**src/rtl/ddr2_wr_burst_ctrl.sv**
```systemverilog
// ddr2_wr_burst_ctrl: pops one WRITE_BURST from the write FIFO, packs word pairs into the DDR2 write-data FIFO, then issues one write command.
// Optional burst statistics counter enabled by DDR2_WR_BURST_STATS_EN.
module ddr2_wr_burst_ctrl #(
  parameter int DATA_WIDTH = 64,
  parameter int WRITE_BURST = 8,
  parameter int ADDR_WIDTH = 31,
  parameter logic [ADDR_WIDTH-1:0] ADDR_BASE = '0,
  parameter logic [ADDR_WIDTH-1:0] ADDR_INC = ADDR_WIDTH'(8),
  parameter logic [ADDR_WIDTH-1:0] ADDR_LAST = ADDR_WIDTH'(31'h0FFF_FFF8)
) (
  input  logic                      rd_clk,
  input  logic                      reset,
  input  logic                      phy_init_done,
  input  logic                      wr_enable,
  input  logic                      prog_empty,
  input  logic [DATA_WIDTH-1:0]     data_out,
  input  logic                      dout_vd,
  input  logic                      app_af_afull,
  input  logic                      app_wdf_afull,
  output logic                      rd_fifo,
  output logic                      app_af_wren,
  output logic [2:0]                app_af_cmd,
  output logic [ADDR_WIDTH-1:0]     app_af_addr,
  output logic                      app_wdf_wren,
  output logic [2*DATA_WIDTH-1:0]   app_wdf_data,
  output logic [2*DATA_WIDTH/8-1:0] app_wdf_mask_data,
  output logic                      busy,
  output logic [31:0]               burst_cnt
);
  localparam int CW = $clog2(WRITE_BURST + 1);
  typedef enum logic [1:0] {IDLE, READ, DRAIN, CMD} state_t;
  state_t state, nxt;
  logic [CW-1:0] rd_cnt, d_cnt;
  logic [DATA_WIDTH-1:0] lo;
  logic start, vd;
  always_comb begin
    start = phy_init_done & wr_enable & ~prog_empty & ~app_af_afull & ~app_wdf_afull;
    vd = dout_vd & (state == READ || state == DRAIN);
    nxt = state == IDLE  ? (start ? READ : IDLE) :
          state == READ  ? (rd_cnt == CW'(WRITE_BURST - 1) ? DRAIN : READ) :
          state == DRAIN ? (d_cnt == CW'(WRITE_BURST) ? CMD : DRAIN) : IDLE;
  end
  always_ff @(posedge rd_clk) begin
    if (reset) begin
      state <= IDLE;
      rd_cnt <= '0;
      d_cnt <= '0;
      lo <= '0;
      app_wdf_data <= '0;
      app_wdf_wren <= 1'b0;
      app_af_addr <= ADDR_BASE;
    end else begin
      state <= nxt;
      rd_cnt <= state == READ ? rd_cnt + CW'(1) : '0;
      d_cnt <= state == IDLE ? '0 : d_cnt + CW'(vd);
      app_wdf_wren <= vd & d_cnt[0];
      if (vd & ~d_cnt[0]) lo <= data_out;
      if (vd & d_cnt[0]) app_wdf_data <= {data_out, lo};
      if (state == CMD) app_af_addr <= app_af_addr == ADDR_LAST ? ADDR_BASE : app_af_addr + ADDR_INC;
    end
  end
  assign rd_fifo = state == READ;
  assign app_af_wren = state == CMD;
  assign busy = state != IDLE;
  assign app_af_cmd = 3'b000;
  assign app_wdf_mask_data = '0;
`ifdef DDR2_WR_BURST_STATS_EN
  logic [31:0] cnt;
  always_ff @(posedge rd_clk) begin
    if (reset) cnt <= '0;
    else if (state == CMD && ~&cnt) cnt <= cnt + 32'd1;
  end
  assign burst_cnt = cnt;
`else
  assign burst_cnt = 32'd0;
`endif
endmodule

```
**config.mk**
```make
export PLATFORM = sky130hd
export DESIGN_NAME = ddr2_wr_burst_ctrl
export DESIGN_NICKNAME = d
export VERILOG_FILES = /design/src/rtl/ddr2_wr_burst_ctrl.sv
export SDC_FILE = /design/constraint.sdc
export NUM_CORES = 1
export LEC_CHECK = 0
export BUFFER_PORTS_ARGS = -buffer_cell sky130_fd_sc_hd__buf_2
export CORE_UTILIZATION = 57
export CTS_BUF_LIST = sky130_fd_sc_hd__clkbuf_4
export DETAILED_ROUTE_END_ITERATION = 10
export GPL_ROUTABILITY_DRIVEN = 1
export PLACE_DENSITY = 0.88
export SYNTH_ARGS = -nofsm -noshare
export SYNTH_HDL_FRONTEND = slang
export SYNTH_SLANG_ARGS = --single-unit
```
**constraint.sdc**
```tcl
create_clock -name rd_clk -period 4.2 [get_ports rd_clk]
set_input_delay 0.21 -clock rd_clk [delete_from_list [all_inputs] [get_ports rd_clk]]
set_output_delay 0.21 -clock rd_clk [all_outputs]
set_load 0.01 [all_outputs]
```
Word-level counts from Yosys, hierarchy flattened:

Index checks and enable logic that the tools add are counted.

* reduce and logical (&&, ||, !) cells: 5
* shift-type cells: 0
* order comparisons: 0
* bitwise operators: 12
* div/mod/pow operators: 0
* equal/unequal tests: 6
* muxes and demuxes: 7
* multiply operators: 0
* $add $sub $neg: 3

Operators by type and width (count)
* $add A31 B4 Y31 const B: 1
* $eq A31 B28 Y1 const B: 1
* $mux W31: 1
* $mux W2: 4
* $and A1 B1 Y1: 7
* $not A1 Y1: 5
* $add A4 B1 Y4: 1
* $add A4 B1 Y4 const B: 1
* $eq A2 B2 Y1 const B: 2
* $eq A4 B3 Y1 const B: 1
* $eq A4 B4 Y1 const B: 1
* $reduce_or A2 Y1: 2
* $eq A2 B1 Y1 const B: 1
* $logic_not A2 Y1: 1
* $mux W1: 2
* $reduce_bool A2 Y1: 1
* $logic_or A1 B1 Y1: 1

* register bits after elaboration: 234
* memories: 0
* word-level logic and storage cells: 40
* latch bits: 0
* ROM bits: 0
* input bits: 72
* memory bits (writable): 0
* output and inout port bits: 214

Depth between registers and ports, before layout:

* depth after elaboration: 6
* depth in mapped cells: 9
* gate-level depth less buffers: 7

Worst setup path after synthesis:

No wires, ideal clock.

* path kind: reg2reg
* start: register state[0]
* end: register app_wdf_data[66]
* buffers on the path: 3
* cell stages (with the launch flop): 10
* setup time: 0.128 ns
* slack: 2.061 ns
* data required time: 4.072 ns
* data arrival time: 2.012 ns
* cells stage by stage: dfxtp_1 > inv_1 > ha_1 > and2_1 > ha_1 > clkbuf_1 > clkbuf_1 > buf_1 > mux2i_1 > nor2_1

* word-level cells in the longest chain between the ends: 4

RTL lines
* start: declaration: line 32 `state_t state, nxt;`
* start signal: assignment: line 53 `state <= nxt;`
* $eq A2 B1 Y1 / $eq A2 B2 Y1 (equally long branches): line 38 `vd = dout_vd & (state == READ || state == DRAIN);`
* $logic_or A1 B1 Y1 (*): line 38
* $and A1 B1 Y1 (*): line 38
* $and A1 B1 Y1 (*): line 58 `if (vd & d_cnt[0]) app_wdf_data <= {data_out, lo};`
* end signal: assignment: line 58
* end: declaration: line 25 `output logic [2*DATA_WIDTH-1:0] app_wdf_data,`

Every way passes the cells marked *; elsewhere a longest branch is shown, timed or not.
A chain may end at the register's enable or synchronous reset.

Worst setup path in the final report:

* start: register state[0]
* end: register app_wdf_data[58]

The elaborated chain is that of the path after synthesis.

==> qor.yml <==
die:
  core_area_um2: 15310
  io_pins: 286
  dieWidth_um: 127.9
  start_util: 0.5897
  dieArea_um2: 16350
  rows: 45
  die_y_um: 127.9
global_route:
  overflow: 0
  grt_pass1_vias: 7346
  grt_antenna_before_repair: 1
  grt_use_met2: 0.4840
  track_usage: 0.2727
  grt_max_degree: 121
  grt_pass1_wl_um: 35650
  use_met3: 0.07805
  busiest_layer: "met2"
  grt_use_met1: 0.2985
yosys:
  yosysTopAreaCellShare: 0.5121
  ys_seq_area_frac: 0.5121
  yosysWarnings: 0
  synth.top_cells.by_area: "dfxtp_1 (51%), mux2i_1 (22%), nor2_1 (8.4%), buf_4 (4.7%), ha_1 (1.2%)"
  syn_inst: 886
  ys_ff_latch: 231
  avgSynthCellArea_um2: 10.19
  synth_top_cell_by_area: "dfxtp_1"
  yosysUniqueCellTypes: 40
  syn-cell-area_um2: 9031
sta:
  worst_pin_slew_ps: 1009
  slew_violations: 0
  fin_tns_setup_ps: 0
  finalSetupViolCount: 0
  finClkSkew_ps: 30.22
  rsz0062_at_grt: "false"
  fmaxAchievable_mhz: 386.2
  slew_headroom: 0.3225
  finalCritPeriodShare: 0.6165
  finalHoldViolations: 0
  layout_min_cycle_time_ps: 2589
cells_and_area:
  layout_commonest_cell: "dfxtp_1"
  final_cell_mix: "dfxtp_1 (231), buf_2 (230), nor2_1 (201)"
  nNetsFinal: 1269
  layout-drive-gt1-share: 0.2719
  syn2layout_area_growth_pct: 26.82
  fin_area_um2: 11450
route:
  vias: 7338
  detail_route.wl_per_cell_um: 15.63
  routed_wl_um: 22570
  antenna_left: 0
  drc: 0
  dr.pass1.iters: 5
  viasPerCell: 5.082
  drt-initial-drc-count: 335
placed_design:
  gp_congestion: 0.8184
  hpwl_um: 12310
  port_buffers: 231
  placed_area_um2: 10090
cts:
  cts_setup_buffers: 0
  numCtsBuffers: 55
  cts_tree: "done"
  htree_levels: 2
  clk_pin_slew_ps: 80
  cts.sinks: 231
  clkLatencyLatePin_ps: 650
  cts-root-buf: "clkbuf_4"
  clock_path_buffers: 3
critical_path:
  worstSetupPathType: "reg2reg"
  cp.arrival_ps: 3090
  worstPathRequired_ps: 4700
  endpoint_kind: "flop"
  cp-start-kind: "flop"
  cp_max_fo: 35
power_and_ir_drop:
  p_leak_nw: 4.799
  max-vdd-ir-drop_mv: 0.2784
  pwr_density_cell_nw_per_um2: 362.1
status:
  status: "complete, no violations"
run:
  drv_cap: 0
min_path:
  hold_class: "in2reg"
final timing paths:
kind                        startpoint  cells after the start  slack [ps]                       endpoint
setup / recovery   state[0]$_SDFF_PP0_                      7        1610  app_wdf_data[58]$_SDFFE_PP0P_
hold / removal                   reset                      2          80    app_af_addr[3]$_SDFFE_PP0P_
setup reg to reg   state[0]$_SDFF_PP0_                      7        1610  app_wdf_data[58]$_SDFFE_PP0P_
hold reg to reg   rd_cnt[0]$_SDFF_PP0_                      1         450           rd_cnt[0]$_SDFF_PP0_
critical path, cell delays in order, from the launching register on:
cell	delay, ps
dfxtp_1	350
inv_1	80
ha_1	270
and2_1	210
ha_4	570
buf_4	510
mux2i_1	320
nor2_1	100
power breakdown:
group          leakage, nW  switching [mW]  internal, mW
registers             1.86         0.00162          2.19
logic                 2.53          0.0951        0.0737
clock network        0.410           0.880         0.905
stage by stage:
step	setup WS, ps	total power [mW]	cells	hold WS [ps]	util
after CTS	1653	4.166	1443	44.37	0.7477
after floorplan	2061	2.342	939	357.2	-
after global placement	1788	2.358	1276	433.5	0.6590
after global routing	1480	4.324	1444	42.25	0.7479
final	1611	4.147	1444	78.70	0.7479
after detailed placement	1673	2.358	1276	442.0	0.6590
registers in the layout (all words and copies together), names as in the netlist:
signal,cells
rd_cnt,4
d_cnt,4
state,2
app_wdf_data,128
app_af_addr,28
app_wdf_wren,1
lo,64
synthesized netlist by cell type (all sizes together):
master / count
xnor2: 6
or3: 5
nand2b: 2
and2: 3
nor4: 6
xor2: 8
and4: 3
o21ai: 6
nand2: 9
nand3b: 1
nand4: 9
and3: 3
mux2i: 195
or2: 1
o31ai: 9
nand3: 9
buf: 84
mux2: 3
ha: 9
conb: 1
clkbuf: 27
a21oi: 6
a211oi: 8
or4b: 1
inv: 9
nor2b: 4
nor2: 201
nor3b: 2
dfxtp: 231
or4: 8
nor3: 17
area by class of cell:
cell class / instances / area [µm²]
flip-flops and latches: 231 / 4624
multi-input cells: 588 / 3938
fillers: 995 / 3861
repair buffers: 303 / 1893
clock buffers: 83 / 623.1
well taps: 211 / 264.0
clock inverters: 18 / 75.07
inverters: 9 / 33.78
diodes: 1 / 2.502
kinds of logic after synthesis:
logic type / after synthesis / share of synthesized area
xor gates and xnor gates: 14 / 0.01358
muxes: 198 / 0.2199
other: 1 / 0.0004152
AOI/OAI and AO/OA: 29 / 0.02134
and+or+nand+nor: 284 / 0.1435
DFF: 231 / 0.5121
adders and majority gates: 9 / 0.01247
buffers and inverters: 120 / 0.07675
what timing repair did:
| action | in CTS | in global routing |
|---|---|---|
| hold buffers | 66 | 0 |
| setup endpoints to repair | 0 | 0 |
| hold endpoints to repair | 129 | 0 |
| gates resized for setup | 0 | 0 |
per-layer routing:
| metal | wire, µm | share of wire |
|---|---|---|
| met1 | 8793 | 0.39 |
| met2 | 11340 | 0.50 |
| met3 | 1590 | 0.070 |
| met4 | 844 | 0.037 |
| met5 | 0 | 0 |
No activity file was read; power rests on OpenSTA's default activity.
